--- config.mk ---
export PLATFORM = sky130hd
export DESIGN_NAME = serial_subtractor
export DESIGN_NICKNAME = d
export VERILOG_FILES = /design/src/rtl/serial_subtractor.sv
export SDC_FILE = /design/constraint.sdc
export NUM_CORES = 1
export LEC_CHECK = 0
export CAP_MARGIN = 15
export CORE_MARGIN = 3
export CORE_UTILIZATION = 56
export DETAILED_ROUTE_END_ITERATION = 16
export GPL_TIMING_DRIVEN = 0
export PLACE_DENSITY = 0.85
export RECOVER_POWER = 25
export SLEW_MARGIN = 20
export SYNTH_ARGS = -nofsm -noshare
export SYNTH_HDL_FRONTEND = slang
export SYNTH_SLANG_ARGS = --single-unit
--- constraint.sdc ---
create_clock -name clk -period 6.5 [get_ports clk]
set_clock_uncertainty 0.2 [all_clocks]
set_input_delay 0.65 -clock clk [delete_from_list [all_inputs] [get_ports clk]]
set_output_delay 0.65 -clock clk [all_outputs]
set_load 0.02 [all_outputs]
--- src/rtl/serial_subtractor.sv ---
// Multi-cycle add/subtract unit: WIDTH-bit operands processed SLICE bits per clock,
// with the borrow/carry carried between slices in a register and valid/ready on both sides.
module serial_subtractor #(
  parameter int WIDTH = 16,
  parameter int SLICE = 4
) (
  input  logic             clk,
  input  logic             rst_n,
  input  logic             in_valid,
  output logic             in_ready,
  input  logic             mode,
  input  logic [WIDTH-1:0] A,
  input  logic [WIDTH-1:0] B,
  input  logic             Bin,
  output logic             out_valid,
  input  logic             out_ready,
  output logic [WIDTH-1:0] D,
  output logic             Bout,
  output logic             ovf,
  output logic             zero
);

  localparam int N  = WIDTH / SLICE;
  localparam int KW = (N > 1) ? $clog2(N) : 1;
  localparam logic [KW-1:0] K_LAST = KW'(N - 1);

  typedef enum logic [1:0] {
    IDLE = 2'd0,
    RUN  = 2'd1,
    DONE = 2'd2
  } state_e;

  state_e           state_q, state_d;
  logic [WIDTH-1:0] a_q, a_d, b_q, b_d, d_q, d_d;
  logic             mode_q, mode_d, c_q, c_d;
  logic [KW-1:0]    k_q, k_d;
  logic             bout_q, bout_d, ovf_q, ovf_d, zero_q, zero_d;
  logic [SLICE-1:0] a_sl_s, b_sl_s;
  logic [SLICE:0]   res_s;

  // Slice ALU: the extra top bit is the carry (add) or borrow (sub) out of this slice
  always_comb begin
    a_sl_s = a_q[k_q*SLICE +: SLICE];
    b_sl_s = b_q[k_q*SLICE +: SLICE];
    if (mode_q) begin
      res_s = {1'b0, a_sl_s} + {1'b0, b_sl_s} + {{SLICE{1'b0}}, c_q};
    end else begin
      res_s = {1'b0, a_sl_s} - {1'b0, b_sl_s} - {{SLICE{1'b0}}, c_q};
    end
  end

  // Next-state logic
  always_comb begin
    state_d = state_q;
    case (state_q)
      IDLE: begin
        if (in_valid) state_d = RUN;
        else          state_d = IDLE;
      end
      RUN: begin
        if (k_q == K_LAST) state_d = DONE;
        else               state_d = RUN;
      end
      DONE: begin
        if (out_ready) state_d = IDLE;
        else           state_d = DONE;
      end
      default: state_d = IDLE;
    endcase
  end

  // Datapath next values; flags are resolved on the last slice once the full D is known
  always_comb begin
    a_d    = a_q;
    b_d    = b_q;
    mode_d = mode_q;
    c_d    = c_q;
    k_d    = k_q;
    d_d    = d_q;
    bout_d = bout_q;
    ovf_d  = ovf_q;
    zero_d = zero_q;
    case (state_q)
      IDLE: begin
        if (in_valid) begin
          a_d    = A;
          b_d    = B;
          mode_d = mode;
          c_d    = Bin;
          k_d    = '0;
        end else begin
          k_d    = k_q;
        end
      end
      RUN: begin
        d_d[k_q*SLICE +: SLICE] = res_s[SLICE-1:0];
        c_d = res_s[SLICE];
        if (k_q == K_LAST) begin
          k_d    = '0;
          bout_d = res_s[SLICE];
          if (mode_q) begin
            ovf_d = (a_q[WIDTH-1] == b_q[WIDTH-1]) && (d_d[WIDTH-1] != a_q[WIDTH-1]);
          end else begin
            ovf_d = (a_q[WIDTH-1] != b_q[WIDTH-1]) && (d_d[WIDTH-1] != a_q[WIDTH-1]);
          end
          zero_d = (d_d == '0);
        end else begin
          k_d = k_q + KW'(1);
        end
      end
      DONE: begin
        k_d = k_q;
      end
      default: begin
        k_d = '0;
      end
    endcase
  end

  // State and datapath registers with synchronous active-low reset
  always_ff @(posedge clk) begin
    if (!rst_n) begin
      state_q <= IDLE;
      a_q     <= '0;
      b_q     <= '0;
      mode_q  <= 1'b0;
      c_q     <= 1'b0;
      k_q     <= '0;
      d_q     <= '0;
      bout_q  <= 1'b0;
      ovf_q   <= 1'b0;
      zero_q  <= 1'b0;
    end else begin
      state_q <= state_d;
      a_q     <= a_d;
      b_q     <= b_d;
      mode_q  <= mode_d;
      c_q     <= c_d;
      k_q     <= k_d;
      d_q     <= d_d;
      bout_q  <= bout_d;
      ovf_q   <= ovf_d;
      zero_q  <= zero_d;
    end
  end

  // Handshake outputs decoded from the state register only
  always_comb begin
    in_ready  = (state_q == IDLE);
    out_valid = (state_q == DONE);
  end

  assign D    = d_q;
  assign Bout = bout_q;
  assign ovf  = ovf_q;
  assign zero = zero_q;

endmodule

# After elaboration in Yosys (flattened, before gate mapping)
# Index checks and enable logic that the tools add are counted.
[totals]
ff_bits = 57
output_inout_bits = 21
in_bits = 38
[op_classes]
shift = 4
add_sub_neg = 6
n_eq_ne = 7
n_mux = 12
n_reduce_logical = 9
bitwise = 1
[ops]
columns = ["op", "count"]
rows = [
  ["$neg 4->34", 1],
  ["$shift 4x34->16 const A", 1],
  ["$shiftx 4x34->16", 1],
  ["$shiftx 16x5->4", 2],
  ["$bwmux 16", 1],
  ["$logic_not 16->1", 1],
  ["$pmux 2 s3", 2],
  ["$mux 2", 4],
  ["$reduce_and 2->1", 4],
  ["$add 4x4->5", 1],
  ["$add 5x1->5", 1],
  ["$mux 5", 1],
  ["$sub 4x4->5", 1],
  ["$sub 5x1->5", 1],
  ["$eq 2x2->1 const B", 2],
  ["$mux 1", 3],
  ["$add 2x1->2 const B", 1],
  ["$eq 2x1->1 const B", 1],
  ["$logic_and 1x1->1", 2],
  ["$logic_not 2->1", 1],
  ["$ne 1x1->1", 2],
  ["$ne 2x2->1 const B", 1],
  ["$pmux 1 s2", 1],
  ["$reduce_bool 2->1", 1],
  ["other kinds (2)", 2],
]

# Depth between registers and ports, before layout
# Gate-level depths: netlist of the first run.
[logic_depth]
depth_word = 9
ltp_mapped = 12

# Worst setup path before layout of the first run
# OpenSTA, ideal clock, no wires.
[synth_timing]
path_type = "flip-flop to flip-flop"
from = "register k_q[0]"
to = "register ovf_q (netlist: ovf)"
path_stages_with_launch = 11
arrival_ns = 2.938
path_slack_ns = 3.245
path_cell_list = "dfxtp_1 -> buf_2 -> buf_1 -> mux4_2 -> fa_1 -> ha_1 -> nand2_1 -> o221ai_2 -> xor2_1 -> a21oi_1 -> o211a_1"
[synth_via]
elab_chain_cells = 9
elab_cells_between_ends = 17
[synth_rtl]
columns = ["element", "line_no", "rtl"]
rows = [
  ["start, declared", "36", "logic [KW-1:0] k_q, k_d;"],
  ["start signal, assigned", "139", "k_q <= k_d;"],
  ["$shiftx 16x5->4 (on tied branches)", "43, 44", ""],
  ["$sub 4x4->5 or $add 4x4->5 (tied branches)", "48, 46", ""],
  ["$sub 5x1->5 or $add 5x1->5 (tied branches)", "48, 46", ""],
  ["$mux 5", "45", "if (mode_q) begin"],
  ["$shiftx 4x34->16", "96", "d_d[k_q*SLICE +: SLICE] = res_s[SLICE-1:0];"],
  ["$bwmux 16", "96", ""],
  ["$ne 1x1->1", "102, 104", ""],
  ["$logic_and 1x1->1 (on tied branches)", "104, 102", ""],
  ["$mux 1", "101", "if (mode_q) begin"],
  ["end signal, assigned", "142", "ovf_q <= ovf_d;"],
  ["end, declared", "37", "logic bout_q, bout_d, ovf_q, ovf_d, zero_q, zero_d;"],
]
# Parallel ways exist; a longest one is shown, timed or not.
# A chain may end at the register's enable or synchronous reset.

# Final worst setup path of the first run
[layout_timing]
from = "register k_q[0]"
to = "register d_q[2] (netlist: D[2])"
[layout_via]
elab_chain_cells = 6
elab_cells_between_ends = 11
[layout_rtl]
columns = ["element", "line_no", "rtl"]
rows = [
  ["$shiftx 16x5->4 (on tied branches)", "43, 44", ""],
  ["$sub 4x4->5 or $add 4x4->5 (tied branches)", "48, 46", ""],
  ["$sub 5x1->5 or $add 5x1->5 (tied branches)", "48, 46", ""],
  ["$mux 5", "45", ""],
  ["$shiftx 4x34->16", "96", ""],
  ["$bwmux 16 *", "96", ""],
  ["end signal, assigned", "129", "d_q <= '0;"],
  ["end signal, assigned", "140", "d_q <= d_d;"],
  ["end, declared", "34", "logic [WIDTH-1:0] a_q, a_d, b_q, b_d, d_q, d_d;"],
]
# Mark *: on every way between the ends. The rest lies on a longest branch, timed or not.

==> results of run 1 <==
cell usage after synthesis (all sizes together), types with 7 or more instances:
cell	instances
a22oi	8
o21ai	7
a21boi	35
nor2b	16
clkbuf	15
dfxtp	57
mux4	7
ha	13
nor2	11
inv	14
nand2	85
a21oi	8
sequential cells by signal, indices dropped and copies added, names as in the netlist, 2 cells and up:
signal / flops
D: 16
a_q: 16
state_q: 2
b_q: 16
k_q: 2
final cells by class:
type	count	area [µm²]
multi-input cells	256	1775
fillers	404	1353
flip-flops and latches	57	1141
repair buffers	57	570.5
clock buffers	13	138.9
well taps	70	87.58
plain buffers	20	81.33
inverters	14	52.55
clock inverters	1	5.005
cell families (layout without fill, tap and decap cells):
group                    count (synthesis)  count (layout)
AO/OA/AOI/OAI                           81              81
XOR/XNOR                                 4               4
adder cells (fa/ha/maj)                 17              17
buffers and inverters                   34             105
flip-flops                              57              57
multiplexers                            13              13
AND/OR/NAND/NOR                        141             141
cell usage in the layout (no fill, tap or decap), drive strengths merged, types with 2 or more instances in the layout:
master	Yosys	routed
clkdlybuf4s50	0	43
a41o	3	3
a21boi	35	35
buf	5	3
o211ai	2	2
and3b	2	2
xnor2	3	3
nand2b	2	2
nand3b	2	2
a21oi	8	8
ha	13	13
nor3	5	5
nand3	2	2
dlygate4sd3	0	14
o21ai	7	7
dfxtp	57	57
o21a	3	3
nor2	11	11
nor4bb	2	2
nand2	85	85
o221ai	2	2
inv	14	14
or3	2	2
a32oi	5	5
clkbuf	15	30
and2	4	4
fa	4	4
mux2i	5	5
a22oi	8	8
and3	4	4
nor2b	16	16
o21bai	2	2
mux4	7	7
routing by layer:
metal	wire (µm)	track usage	vias to the layer above
met3	542	0.05756	32
met1	3251	0.3109	1336
met4	290	0.1385	0
met2	3885	0.4457	124
met5	0	0	-
li1	-	-	1346
final timing paths:
| check | slack [ps] | depth (start not counted) | to |
|---|---|---|---|
| max | 2590 | 11 | D[2]$_SDFFE_PN0P_ |
| min | 270 | 2 | a_q[10]$_SDFFE_PN0P_ |
| min reg2reg | 270 | 2 | a_q[10]$_SDFFE_PN0P_ |
| max reg2reg | 2590 | 11 | D[2]$_SDFFE_PN0P_ |
where the power goes:
| group | leakage (nW) | total (mW) | switching [mW] | internal, mW |
|---|---|---|---|---|
| clock | 0.0733 | 0.263 | 0.129 | 0.134 |
| combinational | 0.959 | 0.186 | 0.103 | 0.0832 |
| sequential | 0.466 | 0.379 | 0.0118 | 0.367 |
worst min-delay path, delay by kind of cell (launching register included):
family | cells | cell delay, ps
and+or+nand+nor | 1 | 50
DFF | 1 | 310
AOI/OAI and AO/OA | 1 | 60
==> metrics.txt, run 1 <==
transition time of the tightest slew-check pin 754.1 ps; GR Util All Layers 0.2634; Most used DFF post-synth sky130_fd_sc_hd__dfxtp_1; Crit-path slowest cell sky130_fd_sc_hd__mux4_2; final total power 0.8274 mW; Crit Path Class reg2reg; Post-Synth Adder-Cell Area 0.07954; final hold slack 266.3 ps; first-pass iteration count of the detailed router 5; Avg Synthesized Cell Area around 8.8 µm²; DR iter-0 viols 183; WL final 7.969 mm; Area growth syn-to-layout 26.24%; total die area 6371 µm²; final non-filler cell total 488; final weighted congestion of routability-driven global placement 0.8654; setup repair after global routing missed its margin false; Hold Fails Final Rpt 0; Async S/R FF share, synth 0; number of placement rows 26; Post-Syn Instances 347; cell area after placement 3710 µm²; final design area excluding fillers 3852 µm²; placeable core area 5205 µm²; DR vias/cell 5.816; number of max-capacitance violations reported 0; via count of the routed design 2838; number of gates resized after CTS 0; insertion delay of the later-clocked pin in the worst-skew pair 340 ps; largest fanout on the critical path 10; count of distinct cell types in the synthesized netlist 49; Worst-path clk slew 60 ps; average wire per standard cell 16.33 µm; synthesized-area fraction occupied by and/or/nand/nor cells 0.2177; class of the worst hold path reg2reg; sequential share of the synthesized area 0.3739; Critical Path RT 6580 ps; post-CTS setup buffer count 0; kind of cell adding the most delay to the critical path buffers and inverters; run status completed; area fraction in compound gates after synthesis 0.1972; dominant combinational cell family by area after synthesis simple AND/OR/NAND/NOR gates; hold bufs inserted after CTS 0; share of cell area taken by muxes after synthesis 0.07585; #FFs+latches synth 57; CTS H-Tree Depth 3; root buffer cell sky130_fd_sc_hd__clkbuf_8; deepest clock path buffer count 2; DP Worst Slack ~2600 ps; post-synthesis cell area 3052 µm²; first-pass GRT wire length 12.72 mm; maximum number of pins on one net before global-route repair 11; Leakage between 1 and 1.5 nW; fraction of synthesized cell area in xor and xnor cells 0.01148; critical path's largest stage delay 650 ps; final cycle utilization of the critical path 0.6013; final routed DRC violation total 0; worst hold start a_q[10]$_SDFFE_PN0P_; number of diodes added for antenna fixing 0; top cell type's share of synthesized area 0.3739; FMAX approximately 260 MHz; number of clock sinks seen by CTS 57; Max IR drop VDD roughly 0.00014 V; number of slew-limit violations in the final report 0; warnings from Yosys 0; data arrival time at the worst-slack endpoint 3980 ps; chip height approximately 80 µm; input/output buffers 57; top cells by area in the synthesized netlist sky130_fd_sc_hd__dfxtp_1 (37%), sky130_fd_sc_hd__nand2_1 (10%), sky130_fd_sc_hd__a21boi_0 (8.6%), sky130_fd_sc_hd__ha_1 (5.3%), sky130_fd_sc_hd__mux4_2 (5.2%); reg-to-reg critical path startpoint k_q[0]$_SDFFE_PN0P_; count of flip-flops with a built-in enable after synthesis 0; type of destination of the critical path flip-flop; TritonCTS clock tree yes; crit-path most repeated cell sky130_fd_sc_hd__fa_1; post-route ant nets 0; total congestion overflow 0; buffering stage count on the worst path with inverters included 3; final critical path time including I/O delays and setup ~3900 ps; utilization after layout 0.7401; share of post-route cells with drive strength above 1 0.06220; launching instance or port of the critical path k_q[0]$_SDFFE_PN0P_; Mapped Nets between 400 and 500; setup tns final 0 ps; number of CTS-inserted buffers 9; Final Setup Violations 0; vias in the first global route 2733; number of nets in the layout 470; pwr dens 214.8 nW/µm²; number of antenna violations at the first check in global routing 0; nature of the critical path startpoint flip-flop; slew margin rel. 0.4954; Synth area leader sky130_fd_sc_hd__dfxtp_1; DIE WIDTH ~80 µm; number of placed instances with taps included 474; total I/O pin count about 60; sequence of cells on the critical path buf_2 > clkbuf_1 > mux4_2 > fa_1 > inv_1 > fa_1 > nor2_1 > o21a_1 > nor3_1 > a22oi_1 > nor2b_1; DP Wirelength around 6 mm; final worst slack 2592 ps; Starting Density 0.5863
No activity file was read; power rests on OpenSTA's default activity.
==> run 2: changes to the inputs <==
--- a/config.mk
+++ b/config.mk
@@ -7,10 +7,10 @@
 export LEC_CHECK = 0
 export CAP_MARGIN = 15
 export CORE_MARGIN = 3
-export CORE_UTILIZATION = 56
+export CORE_UTILIZATION = 52
 export DETAILED_ROUTE_END_ITERATION = 16
 export GPL_TIMING_DRIVEN = 0
-export PLACE_DENSITY = 0.85
+export PLACE_DENSITY = 0.8
 export RECOVER_POWER = 25
 export SLEW_MARGIN = 20
 export SYNTH_ARGS = -nofsm -noshare
==> constraint.sdc (replaced) <==
create_clock -name clk -period 3.7 [get_ports clk]
set_clock_uncertainty 0.2 [all_clocks]
set_input_delay 0.37 -clock clk [delete_from_list [all_inputs] [get_ports clk]]
set_output_delay 0.37 -clock clk [all_outputs]
set_load 0.02 [all_outputs]
==> run 2 against run 1 <==
Global-route usage shrank 1.1 points. Largest cell class unchanged. Hold slack lost 5.5 ps. Register-to-register slack lost 2400 ps. Largest power group unchanged. Sequential power grew 75%.
==> metrics.txt, run 2 (synthesized netlist as in run 1, its figures left out) <==
run status completed; reg-to-reg critical path startpoint k_q[0]$_SDFFE_PN0P_; worst reg-to-reg setup slack 230 ps; final total power about 1.6 mW; root buffer cell sky130_fd_sc_hd__clkbuf_8; number of CTS-inserted buffers 9; DR iter-0 viols between 150 and 200; DR vias/cell ~5.5; final cycle utilization of the critical path 0.9372; number of slew-limit violations in the final report 0; vias in the first global route about 2700; Critical Path RT 3740 ps; Crit Path Class reg2reg; worst hold start a_q[6]$_SDFFE_PN0P_; Worst-path clk slew 70 ps; number of nets in the layout 470; GR Util All Layers 0.2520; final critical path time including I/O delays and setup roughly 3500 ps; chip height 82.61 µm; setup repair after global routing missed its margin false; WL final roughly 7.8 mm; slew margin rel. 0.5289; share of total power in combinational logic 0.205; met3 Resource Use GR 0.06399; final-layout fill cell count 491; first-pass GRT wire length 12.77 mm; DP Wirelength 5.981 mm; total die area 6824 µm²; sw power 0.4436 mW; GR met1 Demand/Resource 0.3149; deepest clock path buffer count 2; switching power share of the total 0.2769; Starting Density 0.5442; FMAX 288.4 MHz; insertion delay of the later-clocked pin in the worst-skew pair 340 ps; via count of the routed design 2729; utilization after layout 0.7021; class of the worst hold path reg2reg; nature of the critical path startpoint flip-flop; number of placement rows 27; top library cells by usage in the layout, fill and taps aside sky130_fd_sc_hd__nand2_1 (85), sky130_fd_sc_hd__dfxtp_1 (57), sky130_fd_sc_hd__clkdlybuf4s50_1 (42); transition time of the tightest slew-check pin just over 700 ps; Hold Fails Final Rpt 0; total I/O pin count 59; TritonCTS clock tree yes; final routed DRC violation total 0; setup tns final 0 ps; maximum number of pins on one net before global-route repair 11; cell internal pwr approximately 1.2 mW; Area growth syn-to-layout 29.03%; worst hold path endpoint a_q[6]$_SDFFE_PN0P_; CTS H-Tree Depth 3; average wire per standard cell 15.81 µm; met2 track demand over resource in global routing 0.4175; fraction of power consumed by sequential logic 0.414; final weighted congestion of routability-driven global placement slightly below 1; portion of total power attributed to the clock network 0.381; post-CTS setup buffer count 0; FF-to-FF End ovf$_SDFFE_PN0P_; first-pass iteration count of the detailed router 7; type of destination of the critical path flip-flop; highest-utilization routing layer at the global route stage met2; Leakage 1.544 nW; total congestion overflow 0; post-route ant nets 0; largest fanout on the critical path 10; Final Setup Violations 0; number of diodes added for antenna fixing 0; pwr dens 406.8 nW/µm²; share of post-route cells with drive strength above 1 0.07857; worst r2r path cells 10; number of max-capacitance violations reported 0; hold path depth 2; DIE WIDTH 82.61 µm; Max IR drop VDD 0.0002394 V; number of antenna violations at the first check in global routing 0; most common cell after layout, fill and taps aside sky130_fd_sc_hd__nand2_1; data arrival time at the worst-slack endpoint 3510 ps; number of clock sinks seen by CTS 57; placeable core area about 5600 µm²; input/output buffers 57
run 2: layer usage:
layer / up-vias / routed length, µm / share of wire
met1: 1294 / 3479 / 0.45
met4: 0 / 137 / 0.018
li1: 1338 / - / -
met2: 83 / 3714 / 0.48
met5: - / 0 / 0
met3: 14 / 445 / 0.057
run 2: how the worst max path moves through the flow:
stage,start,to,slack [ps],cells past startpoint
4_1_cts,k_q[0]$_SDFFE_PN0P_,ovf$_SDFFE_PN0P_,170,10
3_5_place_dp,k_q[0]$_SDFFE_PN0P_,D[2]$_SDFFE_PN0P_,-220,11
2_1_floorplan,k_q[0]$_SDFFE_PN0P_,ovf$_SDFFE_PN0P_,450,10
6_report,k_q[0]$_SDFFE_PN0P_,ovf$_SDFFE_PN0P_,230,10
3_3_place_gp,k_q[0]$_SDFFE_PN0P_,D[2]$_SDFFE_PN0P_,-180,11
5_1_grt,k_q[0]$_SDFFE_PN0P_,ovf$_SDFFE_PN0P_,70,10
run 2: stage by stage:
step / cell area (µm²) / worst slack (ps) / std cells / hold WS, ps
2_1_floorplan: 3052 / 445.4 / 347 / 240.2
3_3_place_gp: 3712 / -176.9 / 476 / 248.2
3_5_place_dp: 3712 / -222.4 / 476 / 254.9
4_1_cts: 3926 / 168.8 / 492 / 264.1
5_1_grt: 3938 / 69.24 / 492 / 277.3
6_report: 3938 / 232.5 / 492 / 260.8
run 2: power groups by stage:
stage | Sequential (mW) | Combinational (mW) | Clock (mW)
5_1_grt | 0.667 | 0.364 | 0.642
2_1_floorplan | 0.677 | 0.206 | 0
4_1_cts | 0.664 | 0.325 | 0.620
3_3_place_gp | 0.676 | 0.315 | 0
3_5_place_dp | 0.677 | 0.323 | 0
6_report | 0.664 | 0.329 | 0.610
run 2: timing repair:
action | CTS | global route
endpoints found under the setup margin | 11 | 7
gates resized for setup | 2 | 3
hold buffers | 0 | 0
cloned | 0 | 0
endpoints found under the hold margin | 0 | 0
run 2: cell type report:
cell class | count | area [µm²] | share of cell area
repair buffers | 57 | 570.5 | 0.1449
well taps | 72 | 90.09 | 0.02288
flip-flops and latches | 57 | 1141 | 0.2898
clock inverters | 2 | 35.03 | 0.008897
plain buffers | 20 | 88.84 | 0.02256
clock buffers | 14 | 172.7 | 0.04385
inverters | 14 | 52.55 | 0.01335
multi-input cells | 256 | 1787 | 0.4538
run 2: worst max-delay path: stages, from the launching register on:
cell and delay, ps:
sky130_fd_sc_hd__dfxtp_1 400, sky130_fd_sc_hd__clkbuf_4 260, sky130_fd_sc_hd__clkbuf_4 260, sky130_fd_sc_hd__mux4_2 590, sky130_fd_sc_hd__fa_1 420, sky130_fd_sc_hd__ha_1 310, sky130_fd_sc_hd__nand2_1 70, sky130_fd_sc_hd__o221ai_2 230
sky130_fd_sc_hd__xor2_1 260, sky130_fd_sc_hd__a21oi_1 130, sky130_fd_sc_hd__o211a_1 230
